<file path="src/rtl/control_sequencer.sv">
// Hardwired control sequencer for a simple single-bus CPU datapath.
// A registered state walks through fetch (T0-T2) and an opcode-dependent
// execute phase (T3-T7); every datapath strobe is decoded combinationally
// from the registered state and the instruction register.
module control_sequencer (
  input  logic        Clock,
  input  logic        Clear,
  input  logic [31:0] IR,
  input  logic        Stop,
  output logic [15:0] R_in,
  output logic [15:0] R_out,
  output logic        PCout,
  output logic        PCin,
  output logic        IncPC,
  output logic        MARin,
  output logic        MDRin,
  output logic        MDRout,
  output logic        Read,
  output logic        Write,
  output logic        IRin,
  output logic        Yin,
  output logic        ZLowin,
  output logic        ZLowout,
  output logic        Cout,
  output logic [4:0]  OP,
  output logic        Run
);

  typedef enum logic [3:0] {
    S_RESET,
    S_T0, S_T1, S_T2, S_T3, S_T4, S_T5, S_T6, S_T7,
    S_STOPPED,
    S_HALT
  } state_e;

  state_e state_q, state_d;

  // Instruction fields; the low 15 bits (immediate/offset) belong to the datapath.
  logic [4:0]  opcode;
  logic [15:0] ra_oh, rb_oh, rc_oh;
  logic        is_alu, is_imm, is_ld, is_st, is_halt, is_mem, has_exec;
  logic [4:0]  imm_op;
  logic        unused_ir;

  assign opcode    = IR[31:27];
  assign ra_oh     = 16'd1 << IR[26:23];
  assign rb_oh     = 16'd1 << IR[22:19];
  assign rc_oh     = 16'd1 << IR[18:15];
  assign unused_ir = ^IR[14:0];

  assign is_alu   = (opcode >= 5'b00011) && (opcode <= 5'b01011);
  assign is_imm   = (opcode >= 5'b01100) && (opcode <= 5'b01110);
  assign is_ld    = (opcode == 5'b00000);
  assign is_st    = (opcode == 5'b00010);
  assign is_halt  = (opcode == 5'b11011);
  assign is_mem   = is_ld || is_st;
  assign has_exec = is_alu || is_imm || is_mem;

  // Immediate forms reuse the ALU op of their register counterpart.
  always_comb begin
    imm_op = 5'b00000;
    case (opcode)
      5'b01100: imm_op = 5'b00011;
      5'b01101: imm_op = 5'b00101;
      5'b01110: imm_op = 5'b00110;
      default:  imm_op = 5'b00000;
    endcase
  end

  // State register; Clear drops straight to RESET without waiting for a clock.
  always_ff @(posedge Clock or negedge Clear) begin
    if (!Clear) begin
      state_q <= S_RESET;
    end else begin
      state_q <= state_d;
    end
  end

  // Next state: Stop only matters on edges that would otherwise start a new fetch.
  always_comb begin
    state_d = state_q;
    case (state_q)
      S_RESET:   state_d = Stop ? S_STOPPED : S_T0;
      S_T0:      state_d = S_T1;
      S_T1:      state_d = S_T2;
      S_T2:      state_d = S_T3;
      S_T3: begin
        if (has_exec)     state_d = S_T4;
        else if (is_halt) state_d = S_HALT;
        else              state_d = Stop ? S_STOPPED : S_T0;
      end
      S_T4:      state_d = S_T5;
      S_T5:      state_d = is_mem ? S_T6 : (Stop ? S_STOPPED : S_T0);
      S_T6:      state_d = S_T7;
      S_T7:      state_d = Stop ? S_STOPPED : S_T0;
      S_STOPPED: state_d = Stop ? S_STOPPED : S_T0;
      S_HALT:    state_d = S_HALT;
      default:   state_d = S_RESET;
    endcase
  end

  // Strobe decode: everything idles at 0 unless the current step names it.
  always_comb begin
    R_in    = 16'h0000;
    R_out   = 16'h0000;
    PCout   = 1'b0;
    PCin    = 1'b0;
    IncPC   = 1'b0;
    MARin   = 1'b0;
    MDRin   = 1'b0;
    MDRout  = 1'b0;
    Read    = 1'b0;
    Write   = 1'b0;
    IRin    = 1'b0;
    Yin     = 1'b0;
    ZLowin  = 1'b0;
    ZLowout = 1'b0;
    Cout    = 1'b0;
    OP      = 5'b00000;
    Run     = 1'b0;
    case (state_q)
      S_T0: begin
        Run = 1'b1; PCout = 1'b1; MARin = 1'b1; IncPC = 1'b1; ZLowin = 1'b1;
      end
      S_T1: begin
        Run = 1'b1; ZLowout = 1'b1; PCin = 1'b1; Read = 1'b1; MDRin = 1'b1;
      end
      S_T2: begin
        Run = 1'b1; MDRout = 1'b1; IRin = 1'b1;
      end
      S_T3: begin
        Run = 1'b1;
        if (has_exec) begin
          R_out = rb_oh;
          Yin   = 1'b1;
        end
      end
      S_T4: begin
        Run    = 1'b1;
        ZLowin = 1'b1;
        if (is_alu) begin
          R_out = rc_oh;
          OP    = opcode;
        end else if (is_imm) begin
          Cout = 1'b1;
          OP   = imm_op;
        end else if (is_mem) begin
          Cout = 1'b1;
          OP   = 5'b00011;
        end
      end
      S_T5: begin
        Run     = 1'b1;
        ZLowout = 1'b1;
        if (is_mem) MARin = 1'b1;
        else        R_in  = ra_oh;
      end
      S_T6: begin
        Run   = 1'b1;
        MDRin = 1'b1;
        if (is_ld) Read  = 1'b1;
        else       R_out = ra_oh;
      end
      S_T7: begin
        Run = 1'b1;
        if (is_ld) begin
          MDRout = 1'b1;
          R_in   = ra_oh;
        end else begin
          Write = 1'b1;
        end
      end
      default: ;
    endcase
  end

endmodule

</file>
<file path="config.mk">
export PLATFORM = sky130hd
export DESIGN_NAME = control_sequencer
export DESIGN_NICKNAME = d
export VERILOG_FILES = /design/src/rtl/control_sequencer.sv
export SDC_FILE = /design/constraint.sdc
export NUM_CORES = 1
export LEC_CHECK = 0
export CORE_ASPECT_RATIO = 1.1
export CORE_MARGIN = 5
export CORE_UTILIZATION = 33
export CTS_CLUSTER_DIAMETER = 100
export DETAILED_ROUTE_END_ITERATION = 7
export GPL_ROUTABILITY_DRIVEN = 1
export PLACE_DENSITY = 0.75
export REMOVE_ABC_BUFFERS = 1
export SYNTH_ARGS = -nofsm -noshare
export SYNTH_HDL_FRONTEND = slang
export SYNTH_SLANG_ARGS = --single-unit
</file>
<file path="constraint.sdc">
create_clock -name Clock -period 2.2 [get_ports Clock]
set_input_delay 0.44 -clock Clock [delete_from_list [all_inputs] [get_ports Clock]]
set_output_delay 0.44 -clock Clock [all_outputs]
set_load 0.05 [all_outputs]
</file>
==> results_dict.tcl, run 1 <==
set metrics [dict create \
    status "did not finish" \
    failed_stage "global routing" \
    error_line "[ERROR DPL-0033] detailed placement checks failed during check placement." \
    cts_root_buffer "clkbuf_8" \
    grt_worst_setup_endpoint "R_in[11]" \
    synth_area_leaders "nor2_1 (9.7%), dfrtp_1 (7.8%), o221ai_1 (6.9%)" \
    antenna_found_initial 0 \
    die_x_microns 69.3 \
    ys_seq_area_share_pct 7.84 \
    syn_inst 197 \
    synth_top_area_share_pct 9.71 \
    endpoint_type "top-level output" \
    postCtsHoldBufs 0 \
    yosysWarnings 0 \
    place_area_sq_um 2700 \
    synth-edff-count 0 \
    h-tree-depth 1 \
    die_h_microns 75.2 \
    synth-main-ff-cell "dfrtp_1" \
    synth_top_area_cell "nor2_1" \
    numCtsBuffers 3 \
    io_buffers 69 \
    async_reset_ff_share_pct 100 \
    io-pin-count 86 \
    synthDistinctLibCells 49 \
    pre_cts_ws_ps -894 \
    gp_congestion 0.933 \
    hpwl_mm 4.54 \
    num_rows 23 \
    clock-sinks 4 \
    netlist_area_sq_um 1280 \
    initial_core_util_pct 34.6 \
    synth_area_per_cell_sq_um 6.48 \
    grt_max_degree 19 \
    clockBufferDepth 2 \
    ys_seq_elements 4 \
]
cell usage after synthesis (all sizes together), types with 6 or more instances:
cell    instances
nor3            9
nor2           33
nand4b          6
clkbuf          6
o221ai         10
nand3b          8
nand2          18
buf            10
a21oi           8
o21ai           7
nand2b         12
nand4           7
stage by stage:
stage	utilization [%]	hold slack, ps	std cells
after global placement	73.2	645	352
after detailed placement	73.2	651	352
after floorplan	-	144	181
after CTS	86.7	426	370
what timing repair did:
item                       in CTS
setup buffers                  14
setup endpoints to repair      42
resized for setup             108
pin swaps                      13
cloned                          1
cell families after synthesis:
group           count (synthesis)  synth area share (%)
simple gates                  127                  56.7
compound gates                 43                  24.7
buf+inv                        20                  9.02
flops                           4                  7.84
xor+xnor                        1                 0.686
mux                             1                 0.784
other cells                     1                 0.294
==> run 2: changes to the inputs <==
- CORE_AREA: default -> 5 5 66 68
- CORE_ASPECT_RATIO: 1.1 -> default
- CORE_MARGIN: 5 -> default
- CORE_UTILIZATION: 33 -> default
- CTS_CLUSTER_DIAMETER: 100 -> default
- DIE_AREA: default -> 0 0 71 73
- PLACE_DENSITY: 0.75 -> default
- PLACE_DENSITY_LB_ADDON: default -> 0.15
- clock period: 2.2 -> 2.9 ns (I/O delays scaled with it)
==> run 2 against run 1 <==
Effect of this change: synthesized cell count unchanged; synthesized area stayed put; the flow now finishes without violations.
==> results_dict.tcl, run 2 <==
set metrics [dict create \
    hold_viol_final 0 \
    synth-edff-count 0 \
    switching_share_pct 55.1 \
    grt_overflow_total 0 \
    ys_seq_area_share_pct 7.84 \
    critPathKind "in -> out" \
    max-vdd-ir-drop_v 0.000517 \
    largest_register_ffs 4 \
    h-tree-depth 1 \
    required_ps 2320 \
    powerDensity_nw_per_um2 498 \
    synthDistinctLibCells 49 \
    die_x_microns 71 \
    ys_seq_elements 4 \
    period_needed_ps 2840 \
    track_usage_pct 19.6 \
    syn_inst 197 \
    synth_top_area_cell "nor2_1" \
    fill_cells 312 \
    num_antenna_cells 0 \
    die_h_microns 73 \
    start_kind "input pin" \
    setup.worst_path.end_class "output port" \
    p_leak_nw 0.980 \
    io-pin-count 86 \
    multi_input_area_sq_um 1190 \
    hold_slack_ps 571 \
    drv_slew 0 \
    top_register "state_q" \
    drive_above_1_share_pct 41.0 \
    p_comb_share_pct 82.6 \
    syn_to_final_growth_pct 106 \
    grt_pass1_wl_mm 8.44 \
    dr.pass1.iters 5 \
    antenna_left 0 \
    antenna_found_initial 0 \
    synth_top_area_share_pct 9.71 \
    reg_top3 "state_q (4)" \
    switching_power_mw 0.720 \
    worst_clock_skew_ps 3.29 \
    min_path_type "in -> async" \
    cts_root_buffer "clkbuf_8" \
    layout_common_cells "buf_4 (47), buf_12 (31), nor2_1 (25)" \
    tightest_slew_ps 513 \
    grt_max_degree 19 \
    fin_cells 338 \
    critPathMaxFanout 8 \
    numCtsBuffers 3 \
    max_cap_violations 0 \
    clock_latency_ps 220 \
    netlist_area_sq_um 1280 \
    yosysWarnings 0 \
    rsz0062_at_grt "yes" \
    period_share_pct 97.8 \
    finalSetupViolCount 0 \
    fmax_mhz 352 \
    clock-sinks 4 \
    synth_area_leaders "nor2_1 (9.7%), dfrtp_1 (7.8%), o221ai_1 (6.9%)" \
    status "finished clean" \
    crit_family "simple AND/OR/NAND/NOR gates" \
    max_stage_delay_ps 480 \
    hpwl_mm 4.16 \
    ff_latch_area_sq_um 100 \
    num_rows 23 \
    wire_per_inst_microns 15.7 \
    core-area_sq_um 3800 \
    drcViolationCount 0 \
    clockBufferDepth 2 \
    async_reset_ff_share_pct 100 \
    utilization_pct 69.1 \
    dieArea_sq_um 5180 \
    cp.buffers_inverters 3 \
    via_per_inst 5.83 \
    num_vias 1972 \
    grt_pass1_vias 1812 \
    p_seq_share_pct 8.4 \
    yosysMostFrequentCell "nor2_1" \
    crit_slowest_cell "or3_1" \
    synth-main-ff-cell "dfrtp_1" \
    tritoncts "yes" \
    synth_commonest_cells "nor2_1 (33), nand2_1 (18), nand2b_1 (12)" \
    path_cells "clkdlybuf4s15_1 > buf_6 > or4b_4 > nand4b_1 > or3_1 > o221ai_1 > buf_12" \
    dpl.cell_count 334 \
    fin_nets 325 \
    p_int_mw 0.587 \
    synth_area_per_cell_sq_um 6.48 \
    drt_iter0_drc 167 \
    crit_arrival_ps 2260 \
    power_frac_clock_pct 9.0 \
    clk_pin_slew_ps 30 \
    io_buffers 69 \
    relSlewSlack_pct 65.7 \
    initial_core_util_pct 33.6 \
    final_common_cell "buf_4" \
    gp_congestion 0.918 \
    drt_wl_total_mm 5.32 \
]
[run 2: per-stage QoR]
stage                     area, sq um  TNS, ps  worst slack, ps  total power [mW]
final                            2620        0             62.9              1.31
after global routing             2620     -165            -38.9              1.38
after CTS                        2600        0             18.5              1.30
after detailed placement         2460    -7850             -441              1.16
after global placement           2460    -7160             -370              1.14
after floorplan                  1180    -7100             -692             0.727
[run 2: worst paths after layout]
path                       cells after the start        from  slack (ps)          to
max in group asynchronous                      1       Clear        2150  state_q[1]
min in group Clock                             2  state_q[0]         740  state_q[3]
setup / recovery                               7      IR[27]          60   R_out[10]
setup reg to reg                               5  state_q[1]        1450  state_q[2]
hold reg to reg                                2  state_q[0]         740  state_q[3]
hold / removal                                 1       Clear         570  state_q[0]
[run 2: logic make-up after synthesis]
| logic type | after synthesis | share of synthesized area (%) |
|---|---|---|
| AOI/OAI and AO/OA | 43 | 24.7 |
| xor gates and xnor gates | 1 | 0.686 |
| DFF | 4 | 7.84 |
| and+or+nand+nor | 127 | 56.7 |
| buffers and inverters | 20 | 9.02 |
| other | 1 | 0.294 |
| muxes | 1 | 0.784 |
[run 2: repair_timing]
item	CTS	global route
setup buffers	0	1
endpoints found under the setup margin	36	13
gates resized for setup	41	8
hold buffers	0	0
pin swaps	7	3
[run 2: per-layer routing]
metal	track usage (%)	routed length (microns)
met1	23.9	2060
met2	34.6	2680
met3	2.75	464
met4	7.93	114
met5	0	0
[run 2: power groups by stage]
stage / logic (mW) / registers [mW] / clock network (mW)
after global routing: 1.14 / 0.113 / 0.123
after CTS: 1.07 / 0.108 / 0.120
after floorplan: 0.566 / 0.161 / 0
after global placement: 1.04 / 0.105 / 0
after detailed placement: 1.05 / 0.105 / 0
final: 1.08 / 0.110 / 0.117
[run 2: area by class of cell]
class / count / share of cell area [%]
inverters: 4 / 0.572
well taps: 50 / 2.38
multi-input cells: 173 / 45.4
repair buffers: 104 / 46.3
clock buffers: 3 / 1.57
flip-flops and latches: 4 / 3.81
[run 2: worst reg2reg max path, cell delays in order (launching register included)]
cell      delay, ps
dfrtp_1         420
buf_4           210
nand2b_1        140
nor2_1           70
a311oi_1        290
o21ai_0         170
No activity file was read; power rests on OpenSTA's default activity.
